<file path="config.mk">
export PLATFORM = sky130hd
export DESIGN_NAME = cmac_acc
export DESIGN_NICKNAME = d
export VERILOG_FILES = /design/src/rtl/cmac_acc.sv
export SDC_FILE = /design/constraint.sdc
export NUM_CORES = 1
export LEC_CHECK = 0
export BUFFER_PORTS_ARGS = -buffer_cell sky130_fd_sc_hd__buf_2
export CORE_ASPECT_RATIO = 1.1
export CORE_MARGIN = 2
export CORE_UTILIZATION = 55
export DETAILED_ROUTE_END_ITERATION = 8
export GPL_ROUTABILITY_DRIVEN = 0
export PLACE_DENSITY = 0.75
export SYNTH_ARGS = -nofsm -noshare
export SYNTH_HDL_FRONTEND = slang
export SYNTH_SLANG_ARGS = --single-unit
export TNS_END_PERCENT = 5
</file>
<file path="constraint.sdc">
create_clock -name clk -period 2.96 [get_ports clk]
set_input_delay 0.296 -clock clk [delete_from_list [all_inputs] [get_ports clk]]
set_output_delay 0.296 -clock clk [all_outputs]
set_load 0.005 [all_outputs]
</file>
<file path="src/rtl/cmac_acc.sv">
// cmac_acc: complex accumulate-and-scale stage behind the complex multiplier.
// Sums len products per lane at full width, then shifts and saturates.
module cmac_acc #(
  parameter int DATA_WIDTH = 16,
  parameter int LEN_WIDTH  = 8
) (
  input  logic                      clk,
  input  logic                      rst_n,
  input  logic                      start,
  input  logic [LEN_WIDTH-1:0]      cfg_len,
  input  logic [4:0]                shift,
  input  logic                      in_valid,
  output logic                      in_ready,
  input  logic [2*DATA_WIDTH-1:0]   in_data,
  output logic                      out_valid,
  input  logic                      out_ready,
  output logic [2*DATA_WIDTH-1:0]   out_data,
  output logic                      out_sat,
  output logic                      busy
);

  localparam int DW    = DATA_WIDTH;
  localparam int ACC_W = DATA_WIDTH + LEN_WIDTH;

  typedef enum logic [1:0] {
    IDLE,
    ACC,
    SAT,
    OUT
  } state_e;

  state_e state_q, state_d;

  logic signed [ACC_W-1:0] acc_r_q, acc_r_d;
  logic signed [ACC_W-1:0] acc_i_q, acc_i_d;
  logic [LEN_WIDTH-1:0]    cnt_q, cnt_d;
  logic [LEN_WIDTH-1:0]    len_q, len_d;
  logic [4:0]              shift_q, shift_d;
  logic [2*DW-1:0]         out_data_q, out_data_d;
  logic                    out_sat_q, out_sat_d;

  logic signed [ACC_W-1:0] re_x, im_x;
  logic signed [ACC_W-1:0] v_r, v_i;
  logic [DW:0]             sr, si;
  logic [LEN_WIDTH-1:0]    len_m1;

  // Result is {sat_flag, lane}; fits when all bits above DW-1 match the sign.
  function automatic logic [DW:0] sat_lane(input logic signed [ACC_W-1:0] v);
    logic [ACC_W-DW:0] top;
    logic [DW:0]       res;
    top = v[ACC_W-1:DW-1];
    if ((&top) || !(|top)) begin
      res = {1'b0, v[DW-1:0]};
    end else if (v[ACC_W-1]) begin
      res = {1'b1, 1'b1, {(DW-1){1'b0}}};
    end else begin
      res = {1'b1, 1'b0, {(DW-1){1'b1}}};
    end
    return res;
  endfunction

  assign re_x   = {{LEN_WIDTH{in_data[2*DW-1]}}, in_data[2*DW-1:DW]};
  assign im_x   = {{LEN_WIDTH{in_data[DW-1]}}, in_data[DW-1:0]};
  assign v_r    = acc_r_q >>> shift_q;
  assign v_i    = acc_i_q >>> shift_q;
  assign sr     = sat_lane(v_r);
  assign si     = sat_lane(v_i);
  assign len_m1 = len_q - LEN_WIDTH'(1);

  always_comb begin
    state_d    = state_q;
    acc_r_d    = acc_r_q;
    acc_i_d    = acc_i_q;
    cnt_d      = cnt_q;
    len_d      = len_q;
    shift_d    = shift_q;
    out_data_d = out_data_q;
    out_sat_d  = out_sat_q;
    unique case (state_q)
      IDLE: begin
        if (start) begin
          len_d   = cfg_len;
          shift_d = shift;
          acc_r_d = '0;
          acc_i_d = '0;
          cnt_d   = '0;
          state_d = ACC;
        end
      end
      ACC: begin
        if (in_valid) begin
          acc_r_d = acc_r_q + re_x;
          acc_i_d = acc_i_q + im_x;
          cnt_d   = cnt_q + LEN_WIDTH'(1);
          if (cnt_q == len_m1) state_d = SAT;
        end
      end
      SAT: begin
        out_data_d = {sr[DW-1:0], si[DW-1:0]};
        out_sat_d  = sr[DW] | si[DW];
        state_d    = OUT;
      end
      OUT: begin
        if (out_ready) state_d = IDLE;
      end
      default: state_d = IDLE;
    endcase
  end

  always_ff @(posedge clk or negedge rst_n) begin
    if (!rst_n) begin
      state_q    <= IDLE;
      acc_r_q    <= '0;
      acc_i_q    <= '0;
      cnt_q      <= '0;
      len_q      <= '0;
      shift_q    <= '0;
      out_data_q <= '0;
      out_sat_q  <= 1'b0;
    end else begin
      state_q    <= state_d;
      acc_r_q    <= acc_r_d;
      acc_i_q    <= acc_i_d;
      cnt_q      <= cnt_d;
      len_q      <= len_d;
      shift_q    <= shift_d;
      out_data_q <= out_data_d;
      out_sat_q  <= out_sat_d;
    end
  end

  assign in_ready  = (state_q == ACC);
  assign out_valid = (state_q == OUT);
  assign busy      = (state_q != IDLE);
  assign out_data  = out_data_q;
  assign out_sat   = out_sat_q;

endmodule

</file>
==> results.md, run 1 <==
* Outcome: finished, final reports clean
* Skew-Pair Late Insertion Delay at 0.37 ns
* Fin crit share at 99.5%
* Final Hold Fails at 0
* CP peak stage delay at 0.47 ns
* Largest net degree at the start of global routing at 57
* Post-synthesis sequential area ratio at 30.2%
* Post-Synth XOR/XNOR Area at approximately 5.6%
* Yosys warns at 0
* Peak VDD IR at 0.000621 V
* FMAX at 339 MHz
* Slew @ Worst Pin at 0.679 ns
* Vias at 7634
* Hold WC Path Type: primary input to register
* Core footprint at 0.0155 mm2
* Worst Hold Launch: cfg_len[5]
* Worst-case clock buffer depth at 2
* Initial antenna violation count at 0
* Worst EP required at 3.20 ns
* RSZ-0062 raised after global routing: true
* Slew Viols, Final at 0
* Die Height at between 100 and 150 um
* Wirelength per Cell at 17.1 um
* Final Worst Setup Slack at 0.0140 ns
* Number of synthesized flops with an enable pin at 0
* Crit path cell chain: ha_1, fa_1, a211oi_1, nor2_1, o31a_1, o41a_1, a211oi_2, o21bai_1, a21oi_1, xor2_1, o21ai_1
* Pleak at around 4.5 nW
* Clock skew at 0.0123 ns
* Post-synth top flop: dfrtp_1
* Async SR Flop Fraction at 100%
* Dpl hpwl at between 15000 and 20000 um
* Nets@finish at 1159
* CTS tree: done
* Max Cap Violations at 0
* CP Launch Type: register
* Initial DRT Pass Iterations at 5
* Top-level I/O count at 86
* Number of global-route vias before repair at 7298
* Gr ovfl total at 0
* DRC Markers at 0
* H-tree Lvls at 3
* Gr usage total at between 20% and 30%
* Post-Synth Adder-Cell Area at approximately 8.2%
* Hold endpoint: len_q[5]$_DFFE_PN0P_
* Placed insts at 1242
* First-pass GRT wire length at 36000 um
* Setup TNS at 0 ns
* Syn Inst Count at 968
* RR Endpoint: acc_r_q[16]$_DFFE_PN0P_
* R2R Setup Slk at 0.01 ns
* Arr. time, crit path at 3.19 ns
* Die area at 0.0167 mm2
* Inserted Diodes at 0
* Yosys top cell area share at 30.2%
* IO buf count at 85
* Synth Register Bits at 104
* Area contributors post-synth: dfrtp_1 (30%), ha_1 (7.7%), mux2i_1 (6.0%), o21ai_0 (4.9%), nand2_1 (4.6%)
* CP Capture Type: register
* Clock sink count at 104
* Num CTS Buffers at 9
* Slew headroom at 54.7%
* Fin cells at 1259
* Initial Utilization at between 50% and 60%
* Reg2reg start: acc_r_q[0]$_DFFE_PN0P_
* Layout area overhead at 13.2%
* Compound-Gate Fraction of Synth Area at 23.5%
* Worst Path Max Fanout at 5
* Fraction of layout cells with a size suffix above 1 at 20.2%
* Simple logic cell fraction of the synthesized area at 13.5%
* Yosys top cell by area: dfrtp_1
* Min Tclk post-route at 2.95 ns
* Std-Cell Rows at 48
* CTS root buffer: clkbuf_16
* Crit Path Class: register to register
* DP Worst Slack at -0.0104 ns
* Final setup viols at 0
* Largest family of logic cells by synthesized area: compound AO/OA/AOI/OAI gates
* Clock-pin slew on the worst setup and hold paths at about 0.080 ns
* Reg2Reg Depth at 11
* Post-synthesis mux area share at 15.1%
* Post-Syn Area per Cell at 8.91 um2
* Crit-path slowest cell: o41a_1
* Syn Std Cell Area at approximately 0.0086 mm2
* Worst hold path depth at 2
* DR vias/cell at 6.06
* 1st-iter DRT viols at 620
* Syn nets at 1073
* Final wirelength at between 20000 and 25000 um
* Die Width at 123 um
* Antenna Violating Nets Remaining at 0
* Hold Slack at 0.150 ns
* Synth cell types at 77
* Pwr Density at 1260 mW/mm2
* Power Total at 12.3 mW
## area by class of cell
| class | count | area (um2) |
|---|---|---|
| multi-input combinational | 787 | 5730 |
| clock inverter | 6 | 51.3 |
| timing repair buffer | 131 | 801 |
| fill | 1394 | 5740 |
| tap | 200 | 250 |
| clock buffer | 10 | 239 |
| sequential | 104 | 2610 |
| inverter | 21 | 78.8 |
## critical path: cells and delay by family (launching register included)
family	cells	cell delay, ns
XOR/XNOR	1	0.17
flip-flops	1	0.38
adder cells (fa/ha/maj)	2	0.61
AO/OA/AOI/OAI	7	1.57
AND/OR/NAND/NOR	1	0.10
## registers in the layout, summed over array words and instances (netlist names)
| register | cells |
|---|---|
| len_q | 8 |
| out_data | 32 |
| acc_i_q | 24 |
| out_sat | 1 |
| state_q | 2 |
| cnt_q | 8 |
| shift_q | 5 |
| acc_r_q | 24 |
## how the worst max path moves through the flow
stage,end,cells past startpoint,from
CTS,acc_r_q[16]$_DFFE_PN0P_,11,acc_r_q[0]$_DFFE_PN0P_
global placement,acc_i_q[20]$_DFFE_PN0P_,12,in_data[0]
finish,acc_r_q[16]$_DFFE_PN0P_,11,acc_r_q[0]$_DFFE_PN0P_
global route,acc_r_q[16]$_DFFE_PN0P_,11,acc_r_q[0]$_DFFE_PN0P_
floorplan,acc_i_q[22]$_DFFE_PN0P_,11,acc_i_q[0]$_DFFE_PN0P_
detailed placement,acc_i_q[22]$_DFFE_PN0P_,12,in_data[0]
## logic make-up (layout without fill, tap and decap cells)
logic type	after synthesis	after routing
DFF	104	104
xor gates and xnor gates	55	55
AOI/OAI and AO/OA	310	310
muxes	103	103
adders and majority gates	55	55
and+or+nand+nor	264	264
buffers and inverters	77	168
## synthesized netlist by cell type, types with 4 or more instances
cell type	count
a21o_1	16
o211ai_1	5
ha_1	53
o21a_1	8
inv_1	19
mux2_2	28
o22a_1	4
nand4_1	4
buf_6	5
and3_1	9
clkbuf_1	33
a221o_1	14
a21oi_1	67
mux2i_1	52
o21bai_1	5
dfrtp_1	104
buf_2	14
nand2_1	105
a31oi_1	13
o31ai_1	5
a211oi_1	28
o21ai_1	11
a22oi_1	4
o21ai_0	85
xnor2_1	21
nor2_1	82
and2_1	6
mux4_2	17
mux2_1	4
nand2b_1	7
a22o_1	11
nor2b_1	9
nand3_1	13
nor3_1	13
xor2_1	34
## through the flow
stage,util [%],area (um2)
after global placement,60.6,9390
final,63.0,9760
after floorplan,-,8620
after global routing,63.0,9760
after CTS,62.6,9710
after detailed placement,60.6,9390
## cells in the final DEF, fill, tap and decap left out, drive strengths merged, types with 14 or more instances in the layout
cell type / Yosys / layout
a211oi: 29 / 29
inv: 21 / 23
dfrtp: 104 / 104
a31oi: 14 / 14
xnor2: 21 / 21
mux2i: 54 / 54
a21oi: 69 / 69
a21o: 16 / 16
nand2: 105 / 105
a221o: 14 / 14
buf: 23 / 130
ha: 53 / 53
nor2: 84 / 84
mux2: 32 / 32
xor2: 34 / 34
o21ai: 97 / 97
mux4: 17 / 17
## power by group
part	switching, mW	internal (mW)	total (mW)	leakage, nW
combinational	4.54	3.71	8.25	3.06
clock	0.591	0.605	1.20	0.140
sequential	0.782	2.08	2.86	1.31
## timing repair
| item | CTS | global route |
|---|---|---|
| hold buffers | 1 | 0 |
| setup buffers | 0 | 0 |
| pin swaps | 0 | 4 |
| endpoints found under the setup margin | 1 | 36 |
| gates resized for setup | 1 | 12 |
| hold endpoints to repair | 39 | 0 |
## routing by layer
layer / GRT usage [%] / vias to the layer above / part of all wire (%)
met5: 0 / - / 0
met3: 3.37 / 31 / 5.5
met1: 39.0 / 3603 / 47
li1: - / 3763 / -
met4: 9.28 / 0 / 1.8
met2: 41.4 / 237 / 45
Power figures use the tool's default switching activity.
==> inputs of run 2 (changes only) <==
--- a/config.mk
+++ b/config.mk
@@ -12,6 +12,7 @@
 export DETAILED_ROUTE_END_ITERATION = 8
 export GPL_ROUTABILITY_DRIVEN = 0
 export PLACE_DENSITY = 0.75
+export SETUP_SLACK_MARGIN = 0.2
 export SYNTH_ARGS = -nofsm -noshare
 export SYNTH_HDL_FRONTEND = slang
 export SYNTH_SLANG_ARGS = --single-unit
==> run 2 against run 1 <==
  * The run now ends with hold timing left
  * Cell area fell by 0.29%
  * Hold slack got worse by 0.16 ns
  * Fmax rose by 3.6%
  * Routed wire length fell by 0.77%
  * Utilization fell by 0.19 points
  * Register-to-register slack improved by 0.10 ns
  * Highest routed layer unchanged
==> results.md, run 2 (synthesis results as in run 1) <==
* Nets@finish at approximately 1200
* Crit path from: acc_r_q[0]$_DFFE_PN0P_
* Switching pwr at 5.87 mW
* Grt met1 use at 39.1%
* Final Hold Fails at 2
* IO buf count at 85
* 1st-iter DRT viols at roughly 500
* Initial DRT Pass Iterations at 6
* Clock-pin slew on the worst setup and hold paths at 0.07 ns
* CTS tree: done
* Pleak at 4.48 nW
* Comb power frac at around two thirds
* Fin crit share at 96.1%
* Met2 Use GR at 40.8%
* H-tree Lvls at 3
* Setup TNS at 0 ns
* Fin cells at 1258
* Gr usage total at 26.4%
* Power Total at 12.2 mW
* Reg2Reg Depth at 11
* Skew-Pair Late Insertion Delay at around 0.36 ns
* Vias at 7612
* RSZ-0062 raised after global routing: true
* Layout area overhead at 12.9%
* Die Width at 123 um
* Worst EP required at between 3 and 4 ns
* Worst Path Max Fanout at 5
* Dpl hpwl at 15900 um
* DRC Markers at 0
* Placed insts at 1241
* DR vias/cell at between 6 and 7
* Internal power at 6.36 mW
* Clock skew at 0.00870 ns
* CP Capture Type: register
* Net Sw Frac at 48.0%
* First-pass GRT wire length at 35500 um
* Antenna Violating Nets Remaining at 0
* Fill count at 1357
* CP Launch Type: register
* CTS root buffer: clkbuf_16
* Clock sink count at around 100
* Num CTS Buffers at 9
* Slew @ Worst Pin at 0.765 ns
* Hold Slack at -0.00570 ns
* Die area at between 0.015 and 0.02 mm2
* Initial antenna violation count at 0
* Peak VDD IR at 0.000486 V
* Inserted Diodes at 0
* Pwr Density at around 1300 mW/mm2
* Met3 Use GR at approximately 2.8%
* Number of global-route vias before repair at 7133
* Min Tclk post-route at about 2.8 ns
* Hold WC Path Type: primary input to asynchronous set/reset pin
* Crit path to: acc_r_q[14]$_DFFE_PN0P_
* CTS hold repair buffers at 0
* Commonest non-fill, non-tap cell in the layout: nand2_1
* Slew Viols, Final at 0
* Top Usage Layer GRT: met2
* Violated checks: hold timing
* Fraction of layout cells with a size suffix above 1 at ~20%
* Clk network pwr share at a little under a tenth
* Final wirelength at 21300 um
* Std-Cell Rows at 48
* FMAX at 352 MHz
* Commonest non-fill, non-tap cells in the layout: nand2_1 (105), dfrtp_1 (103), o21ai_0 (85), buf_2 (84), nor2_1 (82)
* Arr. time, crit path at about 3.1 ns
* Gr ovfl total at 0
* Reg2reg start: acc_r_q[0]$_DFFE_PN0P_
* Finished Core Util at 62.8%
* Initial Utilization at 55.6%
* Wirelength per Cell at 17.0 um
* Slew headroom at 49.0%
* Top-level I/O count at 86
* Max Cap Violations at 0
* RR Endpoint: acc_r_q[14]$_DFFE_PN0P_
* Die Height at 135 um
* Outcome: complete, but fails checks
* Worst-case clock buffer depth at 2
* Final setup viols at 0
* Core footprint at 0.0155 mm2
* Crit Path Class: register to register
* Max reg flops at 32
* Seq pwr share at 23.2%
* R2R Setup Slk at 0.12 ns
* Largest net degree at the start of global routing at 57
==> run 2: cell count changes in the layout (fill, tap and decap cells not counted), sizes merged <==
cell         previous run  this run
clkbuf                 10         9
clkinv                  3         5
dlygate4sd3             1         0
inv                    23        22
==> run 2: layout make-up <==
cell class	instances	area (um2)	area share, %
Tap cell	200	250	2.57
Timing Repair Buffer	130	791	8.13
Inverter	21	78.8	0.810
Multi-Input combinational cell	787	5720	58.8
Sequential cell	104	2610	26.8
Clock buffer	9	225	2.31
Clock inverter	7	56.3	0.579
==> run 2: through the flow <==
stage	setup slack [ns]	area [um2]
2_1_floorplan	0.179	8630
3_3_place_gp	0.0336	9400
3_5_place_dp	-0.00292	9400
4_1_cts	0.158	9710
5_1_grt	0.00116	9730
6_report	0.115	9730
==> run 2: worst min path at each step <==
stage / start / end / cells past startpoint
after global placement: rst_n / acc_i_q[9]$_DFFE_PN0P_ / 1
after global routing: rst_n / cnt_q[0]$_DFFE_PN0P_ / 1
after CTS: rst_n / cnt_q[0]$_DFFE_PN0P_ / 1
after detailed placement: rst_n / acc_i_q[14]$_DFFE_PN0P_ / 1
final: rst_n / acc_i_q[9]$_DFFE_PN0P_ / 1
after floorplan: rst_n / acc_i_q[0]$_DFFE_PN0P_ / 0
==> run 2: what timing repair did <==
action / in CTS / in global routing
setup endpoints to repair: 30 / 35
buffers inserted: 1 / 0
pin swaps: 6 / 0
hold endpoints to repair: 0 / 0
resized for setup: 8 / 4
==> run 2: worst max-delay path: stages (launching register included) <==
cell and delay, ns:
dfrtp_1 0.39, ha_2 0.21, fa_2 0.36, a211oi_2 0.18
nor2_1 0.08, o31a_1 0.26, o41a_1 0.53, and2_4 0.21
o21a_1 0.16, nor2_1 0.11, xor2_1 0.16, o21ai_1 0.07
==> run 2: power groups by stage <==
stage | clock network, mW | logic [mW] | registers (mW)
global placement | 0 | 7.91 | 2.82
floorplan | 0 | 6.22 | 2.57
CTS | 1.18 | 8.12 | 2.83
detailed placement | 0 | 8.03 | 2.85
global route | 1.23 | 9.16 | 2.94
finish | 1.16 | 8.24 | 2.84
==> run 2: metal layers <==
metal  routed length, um  vias to the layer above
li1                    -                     3749
met1               10100                     3597
met2                9690                      239
met3                1180                       27
met4                 314                        0
met5                   0                        -
==> inputs of run 3 (changes only) <==
--- a/config.mk
+++ b/config.mk
@@ -8,10 +8,10 @@
 export BUFFER_PORTS_ARGS = -buffer_cell sky130_fd_sc_hd__buf_2
 export CORE_ASPECT_RATIO = 1.1
 export CORE_MARGIN = 2
-export CORE_UTILIZATION = 55
+export CORE_UTILIZATION = 37
 export DETAILED_ROUTE_END_ITERATION = 8
 export GPL_ROUTABILITY_DRIVEN = 0
-export PLACE_DENSITY = 0.75
+export PLACE_DENSITY = 0.53
 export SETUP_SLACK_MARGIN = 0.2
 export SYNTH_ARGS = -nofsm -noshare
 export SYNTH_HDL_FRONTEND = slang
==> run 3 against run 2 <==
  * The flow now finishes without violations
  * Non-clock buffer count increased by 9
  * Cell count up 8.7%
  * Clock power rose by 4%
  * Via count shrank 1.9%
  * Utilization down 19 points
  * Sequential share of layout area down 0.86 points
  * Die area is 47% higher
  * Count of clock-buffer cells in the layout unchanged
  * Register-to-register slack barely moved
  * Power increased by 3.7%
  * Routed wire length is 9.1% higher
  * Critical endpoint is now acc_r_q[20]$_DFFE_PN0P_
  * Largest cell class unchanged
==> results.md, run 3 (synthesis results as in run 1) <==
* Top-level I/O count at 86
* Fraction of layout cells with a size suffix above 1 at 22.9%
* Max reg flops at 32
* Num CTS Buffers at 9
* Fin crit share at a little over nine tenths
* Skew-Pair Late Insertion Delay at 0.37 ns
* Slew @ Worst Pin at 0.677 ns
* Largest net degree at the start of global routing at 49
* Final Worst Setup Slack at 0.110 ns
* Core footprint at 0.0229 mm2
* Layout area overhead at 16.7%
* DR vias/cell at 5.46
* Initial Utilization at 37.7%
* Slew Viols, Final at 0
* Gr usage total at 19.3%
* Crit path cell chain: ha_4, fa_2, a211oi_2, nor2_1, o31a_1, o41a_1, a32oi_2, nand2_1, xor2_1, a22o_1
* 1st-iter DRT viols at 467
* Clock skew at 0.0131 ns
* Flip-flop and latch area at 0.00261 mm2
* Worst Path Max Fanout at 5
* CP peak stage delay at 0.49 ns
* Outcome: finished, final reports clean
* FMAX at 351 MHz
* Final wirelength at 23300 um
* Wirelength per Cell at 17.0 um
* Slew headroom at a little over half
* Fill count at 2293
* CP Launch Type: register
* Std-Cell Rows at 58
* Nets@finish at 1167
* DP Worst Slack at -0.00302 ns
* Hold Slack at 0.154 ns
* Final setup viols at 0
* Die Width at 150 um
* Commonest non-fill, non-tap cell in the layout: nand2_1
* Pleak at 4.56 nW
* Hold WC Path Type: primary input to register
* Vias at around 7500
* Crit-path slowest cell: o41a_1
* Gr ovfl total at 0
* Die area at 0.0245 mm2
* DRC Markers at 0
* Number of global-route vias before repair at 7108
* Crit Path Class: register to register
* H-tree Lvls at 3
* Worst-case clock buffer depth at 2
* Clock-pin slew on the worst setup and hold paths at 0.08 ns
* IO buf count at 85
* Antenna Violating Nets Remaining at 0
* Pwr Density at about 1300 mW/mm2
* Initial DRT Pass Iterations at 5
* Inserted Diodes at 0
* Dpl hpwl at 17400 um
* Worst EP required at 3.21 ns
* Arr. time, crit path at 3.10 ns
* CTS tree: done
* First-pass GRT wire length at roughly 38000 um
* Placed insts at 1347
* Multi-input logic area at 0.00582 mm2
* RSZ-0062 raised after global routing: true
* Initial antenna violation count at 0
* Commonest non-fill, non-tap cells in the layout: nand2_1 (105), dfrtp_1 (101), buf_2 (84), nor2_1 (81), o21ai_0 (79)
* CP Capture Type: register
* Final Hold Fails at 0
* Peak VDD IR at 0.000441 V
* Clock sink count at 104
* CTS root buffer: clkbuf_16
* Min Tclk post-route at around 2.8 ns
* Max Cap Violations at 0
* Die Height at 164 um
* Fin cells at roughly 1400
==> run 3: changes by cell type in the layout (fill, tap and decap cells not counted), moves of 3 or more <==
| cell | delta |
|---|---|
| a211oi_1 | -3 |
| buf_4 | +4 |
| clkinv_4 | -3 |
| o21ai_0 | -6 |
| o21ai_1 | +5 |
==> run 3: path summary, 6_finish.rpt <==
| kind | start | to | slack (ns) | cells after the start |
|---|---|---|---|---|
| worst max-delay path | acc_r_q[0]$_DFFE_PN0P_ | acc_r_q[20]$_DFFE_PN0P_ | 0.11 | 10 |
| worst min-delay path | cfg_len[7] | len_q[7]$_DFFE_PN0P_ | 0.15 | 2 |
| worst max register to register | acc_r_q[0]$_DFFE_PN0P_ | acc_r_q[20]$_DFFE_PN0P_ | 0.11 | 10 |
| worst min register to register | out_data[25]$_DFFE_PN0P_ | out_data[25]$_DFFE_PN0P_ | 0.50 | 1 |
| max in group asynchronous | rst_n | acc_r_q[1]$_DFFE_PN0P_ | 1.76 | 3 |
| min in group asynchronous | rst_n | acc_i_q[11]$_DFFE_PN0P_ | 0.48 | 2 |
==> run 3: timing repair <==
| item | 4_1_cts | 5_1_grt |
|---|---|---|
| resized for setup | 5 | 37 |
| buffers inserted | 2 | 1 |
| pin swaps | 6 | 26 |
| endpoints found under the hold margin | 43 | 0 |
| setup endpoints to repair | 24 | 48 |
| hold buffers | 1 | 0 |
==> run 3: per-layer routing <==
layer	track usage, %	part of all wire (%)	vias up
met5	0	0	-
met4	3.68	0.71	0
met3	2.47	4.3	8
met2	29.0	43	170
met1	29.6	52	3519
li1	-	-	3770
==> run 3: power breakdown <==
| part | switching [mW] | internal (mW) |
|---|---|---|
| logic | 4.73 | 3.92 |
| registers | 0.755 | 2.08 |
| clock network | 0.618 | 0.589 |
| total | 6.10 | 6.59 |
==> run 3: area by class of cell <==
class                           instances  share of cell area, %
Multi-Input combinational cell        787                   57.8
Sequential cell                       104                   25.9
Timing Repair Buffer                  139                   8.88
Tap cell                              300                   3.73
Clock buffer                            9                   2.24
Inverter                               21                  0.783
Clock inverter                          7                  0.622
==> run 3: stage by stage <==
| stage | TNS (ns) | total power [mW] | instance area (um2) | util, % |
|---|---|---|---|---|
| 6_report | 0 | 12.7 | 10100 | 44.0 |
| 4_1_cts | 0 | 12.5 | 9920 | 43.4 |
| 5_1_grt | -0.0270 | 13.9 | 10100 | 44.0 |
| 3_5_place_dp | -0.00302 | 11.2 | 9590 | 42.0 |
| 3_3_place_gp | 0 | 11.1 | 9590 | 42.0 |
| 2_1_floorplan | 0 | 8.78 | 8630 | - |
==> run 3: critical path, delay by kind of cell (launching register included) <==
kind / cells / cell delay, ns
fa+ha+maj: 2 / 0.54
flops: 1 / 0.42
compound gates: 5 / 1.45
xor+xnor: 1 / 0.15
simple gates: 2 / 0.18
